## src/rtl/layer_priority_mux.sv

```systemverilog
// Two-stage priority compositor for stacked sprite/overlay layers.
// Lowest index wins; per-layer enable and blink state, frame-driven blink phase.
module layer_priority_mux #(
    parameter int NUM_LAYERS = 16,
    parameter int RGB_W = 8,
    parameter logic [RGB_W-1:0] TRANSPARENT = {RGB_W{1'b1}},
    parameter int BLINK_FRAMES = 16,
    localparam int IDX_W = (NUM_LAYERS > 1) ? $clog2(NUM_LAYERS) : 1
) (
    input  logic                        clk,
    input  logic                        resetN,
    input  logic [NUM_LAYERS-1:0]       layer_req,
    input  logic [NUM_LAYERS*RGB_W-1:0] layer_rgb,
    input  logic [RGB_W-1:0]            bg_rgb,
    input  logic                        idle,
    input  logic                        start_of_frame,
    input  logic                        cfg_we,
    input  logic [IDX_W-1:0]            cfg_idx,
    input  logic                        cfg_en,
    input  logic                        cfg_blink,
    output logic [RGB_W-1:0]            rgb_out,
    output logic                        hit_valid,
    output logic [IDX_W-1:0]            hit_idx
);

    localparam logic [7:0] CNT_LAST = 8'(BLINK_FRAMES - 1);

    logic [NUM_LAYERS-1:0]       en;
    logic [NUM_LAYERS-1:0]       blink;
    logic [7:0]                  blink_cnt;
    logic                        phase;

    logic [NUM_LAYERS-1:0]       vis;
    logic [NUM_LAYERS-1:0]       vis_q;
    logic [NUM_LAYERS*RGB_W-1:0] rgb_q;
    logic [RGB_W-1:0]            bg_q;
    logic                        idle_q;

    logic                        sel_found;
    logic [IDX_W-1:0]            sel_idx;
    logic [RGB_W-1:0]            sel_rgb;

    always_comb begin
        vis = '0;
        for (int i = 0; i < NUM_LAYERS; i++) begin
            vis[i] = layer_req[i] & en[i]
                   & (layer_rgb[i*RGB_W +: RGB_W] != TRANSPARENT)
                   & ~(blink[i] & phase);
        end
    end

    // Writes to indices beyond the layer count are dropped.
    always_ff @(posedge clk or negedge resetN) begin
        if (!resetN) begin
            en    <= '1;
            blink <= '0;
        end else if (cfg_we && (int'(cfg_idx) < NUM_LAYERS)) begin
            en[cfg_idx]    <= cfg_en;
            blink[cfg_idx] <= cfg_blink;
        end
    end

    always_ff @(posedge clk or negedge resetN) begin
        if (!resetN) begin
            blink_cnt <= '0;
            phase     <= 1'b0;
        end else if (start_of_frame) begin
            if (blink_cnt == CNT_LAST) begin
                blink_cnt <= '0;
                phase     <= ~phase;
            end else begin
                blink_cnt <= blink_cnt + 8'd1;
            end
        end
    end

    always_ff @(posedge clk or negedge resetN) begin
        if (!resetN) begin
            vis_q  <= '0;
            rgb_q  <= '0;
            bg_q   <= '0;
            idle_q <= 1'b0;
        end else begin
            vis_q  <= vis;
            rgb_q  <= layer_rgb;
            bg_q   <= bg_rgb;
            idle_q <= idle;
        end
    end

    // Scan high to low so the lowest visible index is the last one written.
    always_comb begin
        sel_found = 1'b0;
        sel_idx   = '0;
        sel_rgb   = bg_q;
        for (int i = NUM_LAYERS - 1; i >= 0; i--) begin
            if (vis_q[i]) begin
                sel_found = 1'b1;
                sel_idx   = IDX_W'(i);
                sel_rgb   = rgb_q[i*RGB_W +: RGB_W];
            end
        end
    end

    always_ff @(posedge clk or negedge resetN) begin
        if (!resetN) begin
            rgb_out   <= '0;
            hit_valid <= 1'b0;
            hit_idx   <= '0;
        end else if (idle_q || !sel_found) begin
            rgb_out   <= bg_q;
            hit_valid <= 1'b0;
            hit_idx   <= '0;
        end else begin
            rgb_out   <= sel_rgb;
            hit_valid <= 1'b1;
            hit_idx   <= sel_idx;
        end
    end

endmodule

```

## config.mk

```make
export PLATFORM = sky130hd
export DESIGN_NAME = layer_priority_mux
export DESIGN_NICKNAME = d
export VERILOG_FILES = /design/src/rtl/layer_priority_mux.sv
export SDC_FILE = /design/constraint.sdc
export NUM_CORES = 1
export LEC_CHECK = 0
export CAP_MARGIN = 20
export CORE_MARGIN = 8
export CORE_UTILIZATION = 30
export CTS_BUF_LIST = sky130_fd_sc_hd__clkbuf_4 sky130_fd_sc_hd__clkbuf_8
export DETAILED_ROUTE_END_ITERATION = 10
export PLACE_DENSITY = 0.5
export SLEW_MARGIN = 20
export SYNTH_ARGS = -nofsm -noshare
export SYNTH_HDL_FRONTEND = slang
export SYNTH_SLANG_ARGS = --single-unit
```

## constraint.sdc

```tcl
create_clock -name clk -period 3 [get_ports clk]
set_input_delay 0.6 -clock clk [delete_from_list [all_inputs] [get_ports clk]]
set_output_delay 0.6 -clock clk [all_outputs]
set_load 0.01 [all_outputs]
```

-- Word level (Yosys, flattened, before mapping)
Cells that the tools add are included.
- flip-flop bits (word level): 207
- input bits: 163
- output and inout port bits: 13
- logic and storage cells: 172
- add/subtract/negate cells: 1
- order comparisons: 2
- equality and inequality tests: 17
- muxes and demuxes: 56
- bitwise logic cells: 81
- reductions and logical operators: 4
- operators with widths (operator ; count):
    $mux 8 ; 18
    $ne 8x8->1 const B ; 16
    $mux 4 ; 17
    $and 1x1->1 ; 64
    $bwmux 16 ; 2
    $mux 1 ; 18
    $not 1->1 ; 17
    $add 8x1->8 const B ; 1
    $eq 8x4->1 const B ; 1
    $lt 4x5->1 const B ; 1
    $demux 1 s4 ; 1
    $ge 4x1->1 const B ; 1
    $reduce_and 2->1 ; 1
    $logic_and 1x1->1 ; 1
    $logic_not 1->1 ; 1
    $logic_or 1x1->1 ; 1

-- Depth between registers and ports, before layout
- word-level depth: 19
- mapped depth: 9

-- Worst setup path after synthesis
No wires, ideal clock.
- path kind: reg-to-reg
- start: register vis_q[3]
- end: register rgb_out[2]
- data arrival time: 1.672 ns
- data required time: 2.879 ns
- slack: 1.207 ns
- stages on the path, launching flop included: 8
- path buffers: 2
- period minus slack after synthesis: 1.793 ns
- path through: dfrtp_1 > buf_6 > or4_1 > nor2_2 > a31o_4 > inv_4 > buf_6 > o22a_1
- longest elaborated chain between the ends: 7
- ends and longest elaborated chain (element ; line ; RTL):
    from (decl) ; 34 ; logic [NUM_LAYERS-1:0] vis_q;
    from (signal assigned) ; 84 ; vis_q <= vis;
    $mux 1 (4 in series) ; 97 ; if (vis_q[i]) begin
    $logic_not 1->1 ; 110 ; end else if (idle_q || !sel_found) begin
    $logic_or 1x1->1 ; 110 ;
    $mux 8 * ; 110 ;
    to (signal assigned) ; 111 ; rgb_out <= bg_q;
    to (signal assigned) ; 115 ; rgb_out <= sel_rgb;
    to (decl) ; 21 ; output logic [RGB_W-1:0] rgb_out,
Every way passes the cells marked *; elsewhere a longest branch is shown, timed or not.
A chain may end at the register's enable or synchronous reset.

-- Worst setup path in the final report
- start: register vis_q[15]
- end: register rgb_out[1]
- longest elaborated chain between the ends: 19
- ends and longest elaborated chain (element ; line):
    $mux 1 (16 in series) ; 97
    $logic_not 1->1 ; 110
    $logic_or 1x1->1 ; 110
    $mux 8 * ; 110
Marked as above.

==> impl_metrics.json <==
{
  "dpl_worst_slack_ns": 0.7208,
  "synth.area.top_cells": "dfrtp_1, dfstp_2, mux2_2, nand4_1, o2111a_1",
  "worst_slew_pin_slew_ns": 0.7743,
  "synthMuxAreaShare_pct": 6.094,
  "route.detailed.drc": 0,
  "cts_buffers": 35,
  "grt_pass1_wl_um": 38980,
  "synth.most_common_cell": "dfrtp_1",
  "postCtsSetupBuffers": 0,
  "grt_pass1_vias": 6475,
  "wirelength_um": 26150,
  "syn_inst": 593,
  "start_kind": "flop",
  "required_ns": 3.40,
  "setup-violations-final": 0,
  "synth_common_cells": "dfrtp_1, mux2_2, nand4_1",
  "outcome": "complete, no violations",
  "vias_per_cell": 4.975,
  "cts_max_level": 2,
  "die_h_um": 177.5,
  "power_per_cell_area_nw_per_um2": 733.7,
  "dr.pass1.iters": 5,
  "finalSetupTns_ns": 0,
  "io_buffers": 175,
  "fmax_mhz": 460.0,
  "diodes": 0,
  "nFillCells": 2450,
  "wl_per_cell_um": 22.78,
  "clk_latency_ns": 0.53,
  "async_flop_share_pct": 100.0,
  "floorplan.initialDensity_pct": 30.28,
  "synth.avg_cell_area_um2": 13.19,
  "finish.instance_area_um2": 10720,
  "ys.flop_type": "dfrtp_1",
  "synth_area_leader_cell": "dfrtp_1",
  "synth_fa_ha_area_share_pct": 0.1599,
  "regToRegStartpoint": "vis_q[15]$_DFF_PN0_",
  "synth-edff-count": 0,
  "hold_class": "in2async",
  "grt_max_degree": 74,
  "fin_crit_sh_pct": 72.46,
  "crit_arrival_ns": 2.58,
  "path_class": "reg2reg",
  "drtAntennaViolNets": 0,
  "hpwl_um": 20620,
  "grt_usage_pct": 16.46,
  "path_max_fanout": 12,
  "die_x_um": 177.5,
  "place_area_um2": 9923,
  "synth_compound_area_share_pct": 12.94,
  "seq_area_frac_synth_pct": 66.47,
  "clockBufferDepth": 3,
  "core_area_um2": 25840,
  "leakage_uw": 0.004354,
  "vias": 5711,
  "antenna_found_initial": 1,
  "grt_overflow": 0,
  "synthSimpleGateAreaFrac_pct": 11.36,
  "rsz0062_at_grt": "false",
  "path_buf_inv": 1,
  "layout.nets": 951,
  "relSlewSlack_pct": 47.72,
  "skew_ns": 0.03100,
  "cts_root_buf": "clkbuf_8",
  "cts_resized": 0,
  "io_pins": 176,
  "clock-sinks": 207,
  "crit_chain": "or4_4 > nor4_4 > a31o_4 > inv_4 > mux2i_1 > o31ai_1",
  "cpPeakStageDelay_ns": 0.64,
  "finalPower_uw": 7864,
  "drt_first_iter_violations": 399,
  "syn_to_final_growth_pct": 37.01,
  "gp_congestion": 0.8500,
  "cp-startpoint": "vis_q[15]$_DFF_PN0_",
  "endpoint_kind": "flop",
  "cp_slowest_cell": "or4_4",
  "drv_cap": 0,
  "ys_ff_latch": 207,
  "clkTransAtPathRegs_ns": 0.06,
  "ys_warn_count": 0,
  "mappedNetlistArea_um2": 7823,
  "ys_types": 57,
  "dieArea_um2": 31500,
  "synth_xor_area_share_pct": 0.7837,
  "drive_gt1_share_pct": 15.87,
  "cts_hold_buf": 0,
  "setup_ws_ns": 0.8262,
  "synth_top_family_by_area": "compound AO/OA/AOI/OAI gates",
  "synth_top_area_share_pct": 61.10,
  "finalHoldViolCount": 0,
  "row_count": 59,
  "vdd.ir_drop.worst_mv": 0.3843,
  "slew_viol_final": 0,
  "period_needed_ns": 2.174,
  "cts_tree": "yes",
  "synthesis.nets": 757,
  "cp_top_family": "simple AND/OR/NAND/NOR gates"
}
## layer usage
metal  vias up  GRT usage, %  wire length (um)
met3        44         4.191              1473
met5         -             0                 9
met2       187         26.67             12510
li1       2599             -                 -
met1      2879         21.36             11600
met4         2         5.002               560
## state kept, by name, indices dropped and copies added (netlist names)
signal	flops
phase	1
hit_idx	4
hit_valid	1
en	16
blink	16
rgb_out	8
bg_q	8
idle_q	1
rgb_q	128
blink_cnt	8
vis_q	16
## worst reg2reg max path, stage by stage, from the launching register on
cell     delay [ns]
dfrtp_1        0.53
or4_4          0.64
nor4_4         0.23
a31o_4         0.27
inv_4          0.10
mux2i_1        0.18
o31ai_1        0.10
## where the power goes
| part | switching (uW) | internal [uW] |
|---|---|---|
| logic | 808 | 759 |
| registers | 328 | 3150 |
| clock network | 1140 | 1690 |
| total | 2270 | 5590 |
## cells in the final DEF (no fill, tap or decap), types with 7 or more instances in the layout
cell / count
dfrtp_1: 191
clkdlybuf4s50_1: 174
clkbuf_8: 43
mux2_2: 37
nand4_1: 34
nor2_1: 33
nand2_1: 31
o21ai_0: 24
a21oi_1: 23
o2111a_1: 17
a221oi_1: 17
dfstp_2: 16
inv_1: 13
nand2b_1: 12
clkbuf_4: 12
nor2b_1: 10
o221ai_1: 9
o211ai_1: 8
nand3b_1: 8
nor3_1: 7
## stage by stage
step,utilization [%],hold WS [ns],std cells
3_5_place_dp,38.41,0.4768,1085
2_1_floorplan,-,0.3044,593
3_3_place_gp,38.41,0.4645,1085
6_report,41.48,0.09437,1148
5_1_grt,41.48,0.1125,1148
4_1_cts,41.48,0.08831,1148
## final timing paths
path	endpoint	slack, ns	cells after the start
worst max-delay path	rgb_out[1]$_DFF_PN0_	0.83	6
worst min-delay path	blink[5]$_DFFE_PN0P_	0.09	1
worst max register to register	rgb_out[1]$_DFF_PN0_	0.83	6
worst min register to register	blink_cnt[7]$_DFFE_PN0P_	0.48	1
max in group asynchronous	en[10]$_DFFE_PN1P_	2.03	2
min in group clk	blink_cnt[7]$_DFFE_PN0P_	0.48	1
## cells by family after synthesis
logic type,count (synthesis)
XOR/XNOR,7
AO/OA/AOI/OAI,136
buffers and inverters,36
multiplexers,43
AND/OR/NAND/NOR,163
flip-flops,207
adder cells (fa/ha/maj),1
## cell type report
type / instances / area, um^2 / area share (%)
well taps: 335 / 419.2 / 3.911
repair buffers: 179 / 1798 / 16.78
flip-flops and latches: 207 / 5200 / 48.52
clock buffers: 54 / 668.1 / 6.234
inverters: 14 / 55.05 / 0.5137
clock inverters: 9 / 126.4 / 1.179
multi-input cells: 350 / 2451 / 22.87
(Power assumes the default switching activity.)
